<file path="config.mk">
export PLATFORM = sky130hd
export DESIGN_NAME = serial_shifter_tx_flat
export DESIGN_NICKNAME = d
export VERILOG_FILES = /design/src/rtl/coa_pkg.sv /design/src/rtl/serial_shifter_tx_if.sv /design/src/rtl/serial_shifter_tx_bit_counter.sv /design/src/rtl/serial_shifter_tx.sv /design/src/flat_wrapper.sv
export SDC_FILE = /design/constraint.sdc
export NUM_CORES = 1
export LEC_CHECK = 0
export ABC_CLOCK_PERIOD_IN_PS = 2700
export CAP_MARGIN = 10
export CORE_ASPECT_RATIO = 0.6
export CORE_MARGIN = 4
export CORE_UTILIZATION = 45
export CTS_CLUSTER_SIZE = 40
export DETAILED_ROUTE_END_ITERATION = 6
export GPL_TIMING_DRIVEN = 1
export HOLD_SLACK_MARGIN = 0.12
export MAX_ROUTING_LAYER = met4
export PLACE_DENSITY_LB_ADDON = 0.3
export SETUP_SLACK_MARGIN = 0.4
export SYNTH_ARGS = -nofsm -noshare
export SYNTH_HDL_FRONTEND = slang
export SYNTH_SLANG_ARGS = --single-unit
</file>
<file path="constraint.sdc">
create_clock -name clk -period 2.7 [get_ports clk]
set_clock_uncertainty 0.15 [all_clocks]
set_input_delay 0.405 -clock clk [delete_from_list [all_inputs] [get_ports clk]]
set_output_delay 0.405 -clock clk [all_outputs]
set_load 0.02 [all_outputs]
</file>
<file path="src/rtl/coa_pkg.sv">
// Shared types and constants for the serial shifter TX block.
// SERIAL_SHIFTER_TX_PARITY_EN adds one even-parity bit to every frame.
package coa_pkg;
  typedef enum logic [1:0] {IDLE = 2'd0, SHIFT = 2'd1, DONE = 2'd2} state_t;

  localparam int DEFAULT_WIDTH = 32;

  // Bits on the wire per word: the data bits, plus parity when it is enabled.
  function automatic int frame_bits(int width);
`ifdef SERIAL_SHIFTER_TX_PARITY_EN
    return width + 1;
`else
    return width;
`endif
  endfunction
endpackage

</file>
<file path="src/rtl/serial_shifter_tx_if.sv">
// Parallel-load / serial-out handshake bundle of serial_shifter_tx.
interface serial_shifter_tx_if #(parameter int WIDTH = coa_pkg::DEFAULT_WIDTH);
  logic             load_valid;
  logic             load_ready;
  logic [WIDTH-1:0] load_data;
  logic             ser_valid;
  logic             ser_ready;
  logic             ser_out;
  logic             done;

  modport master (output load_valid, load_data, ser_ready,
                  input  load_ready, ser_valid, ser_out, done);
  modport slave  (input  load_valid, load_data, ser_ready,
                  output load_ready, ser_valid, ser_out, done);
endinterface

</file>
<file path="src/rtl/serial_shifter_tx_bit_counter.sv">
// Saturating bit index 0..MAX for serial_shifter_tx; never wraps past MAX.
module bit_counter #(
  parameter int MAX = 31,
  parameter int CW  = 5
) (
  input  logic          clk,
  input  logic          rst,
  input  logic          clear,
  input  logic          enable,
  output logic [CW-1:0] count,
  output logic          last
);
  assign last = (count == CW'(MAX));

  always_ff @(posedge clk) begin
    if (!rst || clear)        count <= '0;
    else if (enable && !last) count <= count + 1'b1;
  end
endmodule

</file>
<file path="src/rtl/serial_shifter_tx.sv">
// Parallel-to-serial transmitter, MSB first, valid/ready on both sides.
// SERIAL_SHIFTER_TX_PARITY_EN appends an even-parity bit after data bit 0.
module serial_shifter_tx
  import coa_pkg::*;
#(
  parameter int WIDTH = DEFAULT_WIDTH
) (
  input logic            clk,
  input logic            rst,
  serial_shifter_tx_if.slave bus
);
  localparam int NB = frame_bits(WIDTH);
  localparam int CW = $clog2(NB);

  state_t          state, nstate;
  logic [NB-1:0]   frame, sreg;
  logic [CW-1:0]   cnt, idx;
  logic            last, load_fire, bit_fire;

`ifdef SERIAL_SHIFTER_TX_PARITY_EN
  assign frame = {bus.load_data, ^bus.load_data};
`else
  assign frame = bus.load_data;
`endif

  assign load_fire = (state == IDLE)  && bus.load_valid;
  assign bit_fire  = (state == SHIFT) && bus.ser_ready;
  assign idx       = CW'(NB - 1) - cnt;

  // The word stays parked in sreg; the counter walks the index down from the MSB.
  always_ff @(posedge clk) begin
    if (!rst)           sreg <= '0;
    else if (load_fire) sreg <= frame;
  end

  bit_counter #(.MAX(NB - 1), .CW(CW)) u_cnt (
    .clk    (clk),
    .rst    (rst),
    .clear  (state != SHIFT),
    .enable (bit_fire),
    .count  (cnt),
    .last   (last)
  );

  always_ff @(posedge clk) begin
    if (!rst) state <= IDLE;
    else      state <= nstate;
  end

  always_comb begin
    nstate = state;
    case (state)
      IDLE:    if (load_fire) nstate = SHIFT;
      SHIFT:   if (bit_fire && last) nstate = DONE;
      DONE:    nstate = IDLE;
      default: nstate = IDLE;
    endcase
  end

  // Outputs decode only flops (state, sreg, counter), so no input or rst reaches them.
  always_comb begin
    bus.load_ready = (state == IDLE);
    bus.ser_valid  = (state == SHIFT);
    bus.ser_out    = (state == SHIFT) && sreg[idx];
    bus.done       = (state == DONE);
  end
endmodule

</file>
<file path="src/flat_wrapper.sv">
// flat-port wrapper written by rule: the top's interface ports become plain ports
module serial_shifter_tx_flat import coa_pkg::*;
#(
  parameter int WIDTH = DEFAULT_WIDTH
)
  (clk, rst, bus_load_valid, bus_load_data, bus_ser_ready, bus_load_ready, bus_ser_valid, bus_ser_out, bus_done);
  serial_shifter_tx_if #(.WIDTH(WIDTH)) bus_i ();
  input logic clk;
  input logic rst;
  input wire logic [$bits(bus_i.load_valid)-1:0] bus_load_valid;
  input wire logic [$bits(bus_i.load_data)-1:0] bus_load_data;
  input wire logic [$bits(bus_i.ser_ready)-1:0] bus_ser_ready;
  output wire logic [$bits(bus_i.load_ready)-1:0] bus_load_ready;
  output wire logic [$bits(bus_i.ser_valid)-1:0] bus_ser_valid;
  output wire logic [$bits(bus_i.ser_out)-1:0] bus_ser_out;
  output wire logic [$bits(bus_i.done)-1:0] bus_done;
  assign bus_i.load_valid = bus_load_valid;
  assign bus_i.load_data = bus_load_data;
  assign bus_i.ser_ready = bus_ser_ready;
  assign bus_load_ready = bus_i.load_ready;
  assign bus_ser_valid = bus_i.ser_valid;
  assign bus_ser_out = bus_i.ser_out;
  assign bus_done = bus_i.done;
  serial_shifter_tx #(.WIDTH(WIDTH)) u_core (.clk(clk), .rst(rst), .bus(bus_i));
endmodule
</file>
==> Yosys cells after proc, flatten, opt, wreduce, memory -nomap -nowiden <==
Cells that the tools add are included.
{ "word_totals": {"regBits": 39, "in_bits": 36, "out_inout_bits": 4, "word_cells": 27} }
{ "classes": {"n_addsub": 2, "magnitude_cmp": 1, "eq_ne": 6, "mux": 5, "n_reduce_logical": 10} }
{ "ops": {"columns": ["cell", "n"], "rows": [
  ["< comparator 5 x 6 -> 1 bit (second input constant)", 1],
  ["inequality test 2 x 1 -> 1 bit (second input constant)", 3],
  ["adder 5 x 1 -> 5 bit (second input constant)", 1],
  ["binary-select mux 1 bit (select 5 bit)", 1],
  ["equality test 5 bit (second input constant)", 1],
  ["logical AND 1 bit", 5],
  ["subtractor 5 bit (first input constant)", 1],
  ["2-to-1 mux 2 bit", 2],
  ["case mux 2 bit (2 select lines)", 1],
  ["equality test 2 x 1 -> 1 bit (second input constant)", 1],
  ["equality test 2 bit (second input constant)", 1],
  ["zero test 1 bit", 2],
  ["zero test 2 bit", 1],
  ["AND reduction 2 bit", 1],
  ["logical OR 1 bit", 1],
  ["2-to-1 mux 1 bit", 1]
]} }

==> Longest topological paths before layout <==
Gate-level depths: netlist of the first run.
{ "logic_depth": {"depth_word": 5, "ltp_mapped": 8, "depth_no_buf": 7} }

==> By module <==
A second synthesis of the first run with hierarchy kept.
{ "unflattened": {"hier_cells": 199, "hier_area_um2": 1779.2} }
{ "modules_own_cells": {"columns": ["module", "n_inst", "cells_each", "area_per_inst_um2", "seq_area_each_um2"], "rows": [
  ["serial_shifter_tx", 1, 173, 1540.2, 680.7],
  ["bit_counter", 1, 26, 239.0, 100.1]
]} }

==> Worst setup path before layout of the first run <==
Ideal clock, no wire load.
{ "synth_path": {"path_type": "reg-to-output", "startpoint": "register u_core.u_cnt.count[1]", "endpoint": "output port bus_ser_out", "arrival_time_ps": 1603, "required_ps": 2145, "slack_ps": 542, "stages_incl_launch_ff": 5, "path_buffers": 0, "cell_sequence": "dfxtp_1 mux2_2 a41o_4 a211o_1 o311a_1"} }
{ "synth_via": {"elab_chain_len": 4} }
{ "synth_lines": {"columns": ["element", "line", "rtl"], "rows": [
  ["from (decl)", "serial_shifter_tx_bit_counter.sv:10", "output logic [CW-1:0] count,"],
  ["from (signal assigned)", "serial_shifter_tx_bit_counter.sv:17", "else if (enable && !last) count <= count + 1'b1;"],
  ["subtractor 5 bit", "serial_shifter_tx.sv:28", "assign idx = CW'(NB - 1) - cnt;"],
  ["binary-select mux 1 bit (select 5 bit)", "serial_shifter_tx.sv:64", "bus.ser_out = (state == SHIFT) && sreg[idx];"],
  ["2-to-1 mux 1 bit (not written as such)", "serial_shifter_tx.sv:64", null],
  ["logical AND 1 bit", "serial_shifter_tx.sv:64", null],
  ["to (decl)", "flat_wrapper.sv:15", "output wire logic [$bits(bus_i.ser_out)-1:0] bus_ser_out;"]
]} }
No other way between the ends. The select of a mux whose other input is x is not followed.

==> Worst setup path in the final report of the first run <==
{ "layout_path": {"startpoint": "register u_core.u_cnt.count[0]", "endpoint": "output port bus_ser_out"} }
Same word-level chain as after synthesis.

==> results.py, run 1 <==
metrics = {
    "detailed_routing": {
        "vias": 1467,
        "drtPass1Iterations": 4,
        "ant_nets": 0,
        "drtIter0Drc": 40,
        "wl_per_cell_um": 13.7,
        "finalWirelength_um": 3970,
        "vias_per_cell": 5.08,
        "drc_errors": 0,
    },
    "timing": {
        "drv_slew": 0,
        "worst_slew_margin_rel": 0.779,
        "min_period_ps": 2470,
        "fmax_mhz": 405,
        "finalSetupViolations": 0,
        "tightest_slew_ps": 332,
        "whs_ps": 312,
        "setup_tns_ps": 0,
        "finalHoldViolCount": 0,
        "grt_setup_unrepaired": "yes",
        "timing.final.crit_share": 0.915,
    },
    "global_route": {
        "grt_max_degree": 35,
        "grt_antenna_before_repair": 0,
        "grt_pass1_vias": 1380,
        "overflow": 0,
        "grt.total_usage": 0.171,
        "grt_pass1_wl_um": 6500,
    },
    "setup_path": {
        "cp_max_fo": 5,
        "cp_cell_sequence": "mux4_2 > and3_4 > o311a_1 > buf_6",
        "required_ps": 2140,
        "critPathLaunchType": "flop",
        "timing.rr.start": "u_core.u_cnt.count[0]",
        "crit_type": "reg -> out",
        "critPathMaxStageDelay_ps": 520,
        "critPathSlowestCell": "mux4_2",
        "cp-end-kind": "output pin",
        "arrival_ps": 1920,
        "crit_start": "u_core.u_cnt.count[0]",
    },
    "finish": {
        "area_delta_synth_final_pct": 33.5,
        "final_cells": 289,
        "antenna_cells": 0,
        "layout.nets": 279,
        "drive_gt1_frac": 0.149,
        "post-route-cell-area_um2": 2380,
    },
    "synthesis": {
        "synth_area_per_cell_um2": 8.95,
        "syn_inst": 199,
        "yosysUniqueCellTypes": 26,
        "ys_top_cells_by_count": "70 x nand2_1, 39 x dfxtp_1, 33 x a21boi_0",
        "synth_seq_cells": 39,
        "seq_area_frac_synth": 0.439,
        "ys.flop_type": "dfxtp_1",
        "synth.area.top_cells": "dfxtp_1 44%, nand2_1 15%, a21boi_0 14%, mux4_2 5.1%, mux4_1 3.0%",
        "synth_top_family_by_area": "simple AND/OR/NAND/NOR gates",
        "yosys.area_share.simple": 0.197,
        "yosysWarnings": 0,
        "synthMuxAreaShare": 0.121,
        "synth-xor-area-share": 0.0148,
        "synth-compound-area-share": 0.175,
        "async_flop_share": 0,
        "synth_top_area_cell": "dfxtp_1",
        "netlist_area_um2": 1780,
        "netlist.area_leader.share": 0.439,
        "synth_edf_count": 0,
        "synth_fa_ha_area_frac": 0.0141,
        "yosysMostFrequentCell": "nand2_1",
        "synth.net_count": 237,
    },
    "clock_network": {
        "cts_inserted_buffers": 5,
        "clk_pin_slew_ps": 70,
        "cts_root_buf": "clkbuf_8",
        "clock_latency_ps": 290,
        "clockBufferDepth": 2,
        "numClockSinks": 39,
        "cts_tree": "done",
        "htreeDepth": 2,
    },
    "min_path": {
        "worstHoldStart": "u_core.sreg[8]",
        "hp-class": "reg -> reg",
    },
    "flow_run": {
        "drv_cap": 0,
    },
    "place": {
        "place.gp.congestion": 0.828,
        "placed_area_um2": 2230,
        "numPortBuffers": 39,
        "dp_hpwl_um": 2710,
        "place_inst": 280,
    },
    "run_status": {
        "status": "complete, no violations",
    },
    "floorplan": {
        "fp.dieW_um": 89.2,
        "core_area_um2": 3740,
        "start_util": 0.476,
        "top_level_ports": 40,
        "die_area_um2": 5060,
        "fp.dieH_um": 56.7,
        "num_rows": 17,
    },
    "power_and_ir_drop": {
        "peakVddDrop_v": 0.000306,
        "pwr_density_cell_nw_per_um2": 514,
        "p_leak_nw": 0.911,
    },
}
## state kept, by name (all words and copies together) (netlist names)
register	flops
u_core.state	2
u_core.u_cnt.count	5
u_core.sreg	32
## cells in the final DEF, fill, tap and decap left out
master | netlist | routed
and3_1 | 1 | 1
mux2_4 | 0 | 1
and2_1 | 1 | 1
clkinvlp_4 | 0 | 1
mux2_2 | 2 | 1
and3_2 | 2 | 1
nand2_1 | 70 | 70
xnor2_1 | 3 | 3
a211o_1 | 1 | 1
inv_1 | 2 | 2
nand4_1 | 1 | 1
dfxtp_4 | 0 | 2
buf_4 | 0 | 8
clkdlybuf4s50_1 | 0 | 38
buf_6 | 1 | 3
ha_1 | 2 | 2
nor2b_1 | 3 | 2
o311a_1 | 1 | 1
dfxtp_1 | 39 | 36
clkbuf_8 | 0 | 7
nor2b_4 | 0 | 1
o221ai_1 | 1 | 1
mux4_2 | 4 | 6
nor4_1 | 1 | 1
dfxtp_2 | 0 | 1
a21boi_0 | 33 | 33
nor2_1 | 8 | 8
a31o_2 | 1 | 1
and3_4 | 0 | 1
o22ai_2 | 0 | 1
mux2i_1 | 5 | 5
a41o_4 | 1 | 1
## timing repair
item	CTS	global route
setup endpoints to repair	3	5
gates resized for setup	18	2
pin swaps	3	0
cloned	0	0
buffers inserted	1	0
hold buffers	0	0
## cell families after synthesis
family                   Yosys count
AO/OA/AOI/OAI                     39
XOR/XNOR                           3
adder cells (fa/ha/maj)            2
buffers and inverters             16
flip-flops                        39
multiplexers                      13
AND/OR/NAND/NOR                   87
## final timing paths
kind | endpoint | slack (ps) | cells after the start
worst min-delay path | u_core.sreg[8] | 310 | 2
worst max-delay path | bus_ser_out | 230 | 4
worst min register to register | u_core.sreg[8] | 310 | 2
worst max register to register | u_core.u_cnt.count[2] | 590 | 9
## area by class of cell
cell class | count | area, µm²
clock inverters | 1 | 7.51
well taps | 47 | 58.8
multi-input cells | 144 | 943
fillers | 344 | 1370
flip-flops and latches | 39 | 790
clock buffers | 7 | 96.3
repair buffers | 49 | 474
inverters | 2 | 7.51
## per-layer routing
metal  vias up  share of wire  global-route usage
met2        36           0.42               0.244
met4         0         0.0091              0.0255
met5         -              0                   -
met3         5          0.067              0.0660
li1        752              -                   -
met1       674           0.51               0.233
## worst max-delay path: cells and delay by family (launching register included)
family,cells,cell delay [ps]
muxes,1,520
buffers and inverters,1,150
AOI/OAI and AO/OA,1,370
DFF,1,390
and+or+nand+nor,1,200
## power by group
part | internal (mW) | switching, mW
registers | 0.604 | 0.0171
clock network | 0.232 | 0.201
logic | 0.0960 | 0.0713
total | 0.933 | 0.290
## metrics by stage
step           power [mW]  setup slack [ps]  utilization
4_1_cts              1.23               233        0.633
2_1_floorplan       0.716               542            -
3_3_place_gp        0.796              61.8        0.597
5_1_grt              1.27               132        0.635
3_5_place_dp        0.799              51.0        0.597
6_report             1.22               230        0.635
No activity file was read; power rests on OpenSTA's default activity.
==> run 2, diff against run 1 <==
--- a/config.mk
+++ b/config.mk
@@ -12,7 +12,8 @@
 export CORE_UTILIZATION = 45
 export CTS_CLUSTER_SIZE = 40
 export DETAILED_ROUTE_END_ITERATION = 6
-export GPL_TIMING_DRIVEN = 1
+export DONT_BUFFER_PORTS = 1
+export GPL_TIMING_DRIVEN = 0
 export HOLD_SLACK_MARGIN = 0.12
 export MAX_ROUTING_LAYER = met4
 export PLACE_DENSITY_LB_ADDON = 0.3
==> run 2 against run 1 <==
- final cell count fell by 3.5%
- sequential share of layout area rose by 2.4 points
- sequential power barely moved
- design area fell by 6.9%
- clock power fell by 18%
- via count fell by 3.4%
- critical path depth did not move
- maximum frequency rose by 3.4%
- wire length fell by 0.30%
- worst setup slack improved by 82 ps
==> results.py, run 2 (synthesized netlist as in run 1, its figures left out) <==
metrics = {
    "finish": {
        "antenna_cells": 0,
        "n_fill_cell": 362,
        "drive_gt1_frac": 0.103,
        "layout_common_cells": "70 x nand2_1, 37 x dfxtp_1, 33 x a21boi_0, 26 x dlygate4sd3_1, 12 x clkbuf_1",
        "regMostFlops": "u_core.sreg",
        "reg_top3": "u_core.sreg (32), u_core.u_cnt.count (5), u_core.state (2)",
        "area_delta_synth_final_pct": 24.2,
        "multi_input_area_um2": 946,
        "layout.nets": 271,
        "final_common_cell": "nand2_1",
        "largest_reg_flops": 32,
        "regArea_um2": 788,
    },
    "setup_path": {
        "r2r_setup_slack_ps": 620,
        "cp-end-kind": "output pin",
        "critPathLaunchType": "flop",
        "r2r_end": "u_core.sreg[0]",
        "crit_type": "reg -> out",
        "timing.rr.start": "u_core.state[0]",
        "cp_cell_sequence": "buf_6 > mux4_2 > a211o_1 > o311a_4",
        "worstRegToRegCells": 6,
        "critPathSlowestCell": "mux4_2",
        "critPathMaxStageDelay_ps": 480,
        "crit_buf_inv": 1,
        "arrival_ps": 1830,
        "cp_max_fo": 3,
        "crit_family": "compound AO/OA/AOI/OAI gates",
        "required_ps": 2140,
    },
    "clock_network": {
        "numClockSinks": 39,
        "cts_root_buf": "clkbuf_8",
        "clk_pin_slew_ps": 70,
        "clock_latency_ps": 290,
        "htreeDepth": 2,
        "cts_inserted_buffers": 5,
        "clockBufferDepth": 2,
        "cts_tree": "done",
    },
    "timing": {
        "worst_slew_margin_rel": 0.589,
        "drv_slew": 0,
        "grt_setup_unrepaired": "yes",
        "timing.final.crit_share": 0.884,
        "fmax_mhz": 419,
        "setup_tns_ps": 0,
        "tightest_slew_ps": 615,
        "finalSetupViolations": 0,
        "finalHoldViolCount": 0,
        "min_period_ps": 2390,
    },
    "floorplan": {
        "core_area_um2": 3740,
        "start_util": 0.476,
        "top_level_ports": 40,
        "num_rows": 17,
        "die_area_um2": 5060,
        "fp.dieH_um": 56.7,
        "fp.dieW_um": 89.2,
    },
    "min_path": {
        "hp-class": "in -> reg",
        "hold_depth": 2,
        "hold_end": "u_core.sreg[11]",
        "worstHoldStart": "bus_load_data[11]",
    },
    "global_route": {
        "grt_pass1_vias": 1389,
        "overflow": 0,
        "grt_max_degree": 11,
        "grt_antenna_before_repair": 0,
        "grt.total_usage": 0.171,
        "grt_pass1_wl_um": 6480,
    },
    "flow_run": {
        "drv_cap": 0,
    },
    "power_and_ir_drop": {
        "p_switching_uw": 269,
        "p_seq_frac": 0.556,
        "pwr_density_cell_nw_per_um2": 505,
        "p_int_uw": 847,
        "power_switching_share": 0.241,
        "p_leak_nw": 0.832,
        "total_power_mw": 1.12,
        "clkPwrFrac": 0.318,
        "pwr-share-comb": 0.126,
        "peakVddDrop_v": 0.000314,
    },
    "detailed_routing": {
        "vias_per_cell": 5.08,
        "wl_per_cell_um": 14.2,
        "vias": 1417,
        "wl_met1_um": 2080,
        "drc_errors": 0,
        "met3_length_um": 273,
        "wl_met2_um": 1580,
        "drtIter0Drc": 41,
        "top_layer": "met4",
        "ant_nets": 0,
        "finalWirelength_um": 3960,
        "drtPass1Iterations": 4,
    },
    "place": {
        "place.gp.congestion": 0.768,
        "dp_hpwl_um": 2880,
        "numPortBuffers": 0,
    },
    "run_status": {
        "status": "complete, no violations",
    },
}
## run 2: per-stage QoR
stage / hold slack, ps / instances / setup slack, ps / utilization / area [µm²]
floorplan: 289 / 199 / 542 / - / 1780
global placement: 298 / 246 / 383 / 0.491 / 1840
detailed placement: 307 / 246 / 346 / 0.491 / 1840
CTS: 120 / 279 / 290 / 0.591 / 2210
global route: 123 / 279 / 243 / 0.591 / 2210
finish: 124 / 279 / 312 / 0.591 / 2210
## run 2: routing by layer
layer,GRT usage,vias to the layer above
met5,-,-
met4,0.0510,0
met3,0.0499,2
met2,0.224,32
met1,0.251,647
li1,-,736
## run 2: repair_timing
item | 4_1_cts | 5_1_grt
hold endpoints to repair | 24 | 0
endpoints found under the setup margin | 1 | 1
gates resized for setup | 11 | 0
pin swaps | 1 | 0
gates cloned | 0 | 0
buffers inserted | 1 | 0
hold buffers | 26 | 0
## run 2: how the worst max path moves through the flow
stage / to / depth (start not counted) / slack (ps) / from
floorplan: bus_ser_out / 4 / 540 / u_core.u_cnt.count[1]
global placement: bus_ser_out / 4 / 380 / u_core.u_cnt.count[1]
detailed placement: bus_ser_out / 4 / 350 / u_core.u_cnt.count[1]
CTS: bus_ser_out / 4 / 290 / u_core.u_cnt.count[2]
global route: bus_ser_out / 4 / 240 / u_core.u_cnt.count[2]
finish: bus_ser_out / 4 / 310 / u_core.u_cnt.count[2]
## run 2: cell type report
type / count / area share
Timing Repair Buffer: 27 / 0.121
Multi-Input combinational cell: 144 / 0.428
Clock buffer: 6 / 0.0328
Buffer: 14 / 0.0322
Tap cell: 47 / 0.0266
Sequential cell: 39 / 0.356
Inverter: 2 / 0.00339
## run 2: power by group through the flow
stage | sequential (mW) | combinational [mW] | clock (mW)
final | 0.620 | 0.141 | 0.355
after global routing | 0.624 | 0.159 | 0.385
after CTS | 0.621 | 0.141 | 0.361
after detailed placement | 0.635 | 0.109 | 0
after global placement | 0.634 | 0.106 | 0
after floorplan | 0.630 | 0.0861 | 0
==> run 3, diff against run 2 <==
--- a/config.mk
+++ b/config.mk
@@ -13,11 +13,13 @@
 export CTS_CLUSTER_SIZE = 40
 export DETAILED_ROUTE_END_ITERATION = 6
 export DONT_BUFFER_PORTS = 1
+export GPL_ROUTABILITY_DRIVEN = 0
 export GPL_TIMING_DRIVEN = 0
 export HOLD_SLACK_MARGIN = 0.12
 export MAX_ROUTING_LAYER = met4
 export PLACE_DENSITY_LB_ADDON = 0.3
 export SETUP_SLACK_MARGIN = 0.4
+export SKIP_LAST_GASP = 1
 export SYNTH_ARGS = -nofsm -noshare
 export SYNTH_HDL_FRONTEND = slang
 export SYNTH_SLANG_ARGS = --single-unit
==> results of run 3 <==
No change in the layout: final DEF, timing and power equal those of run 2.
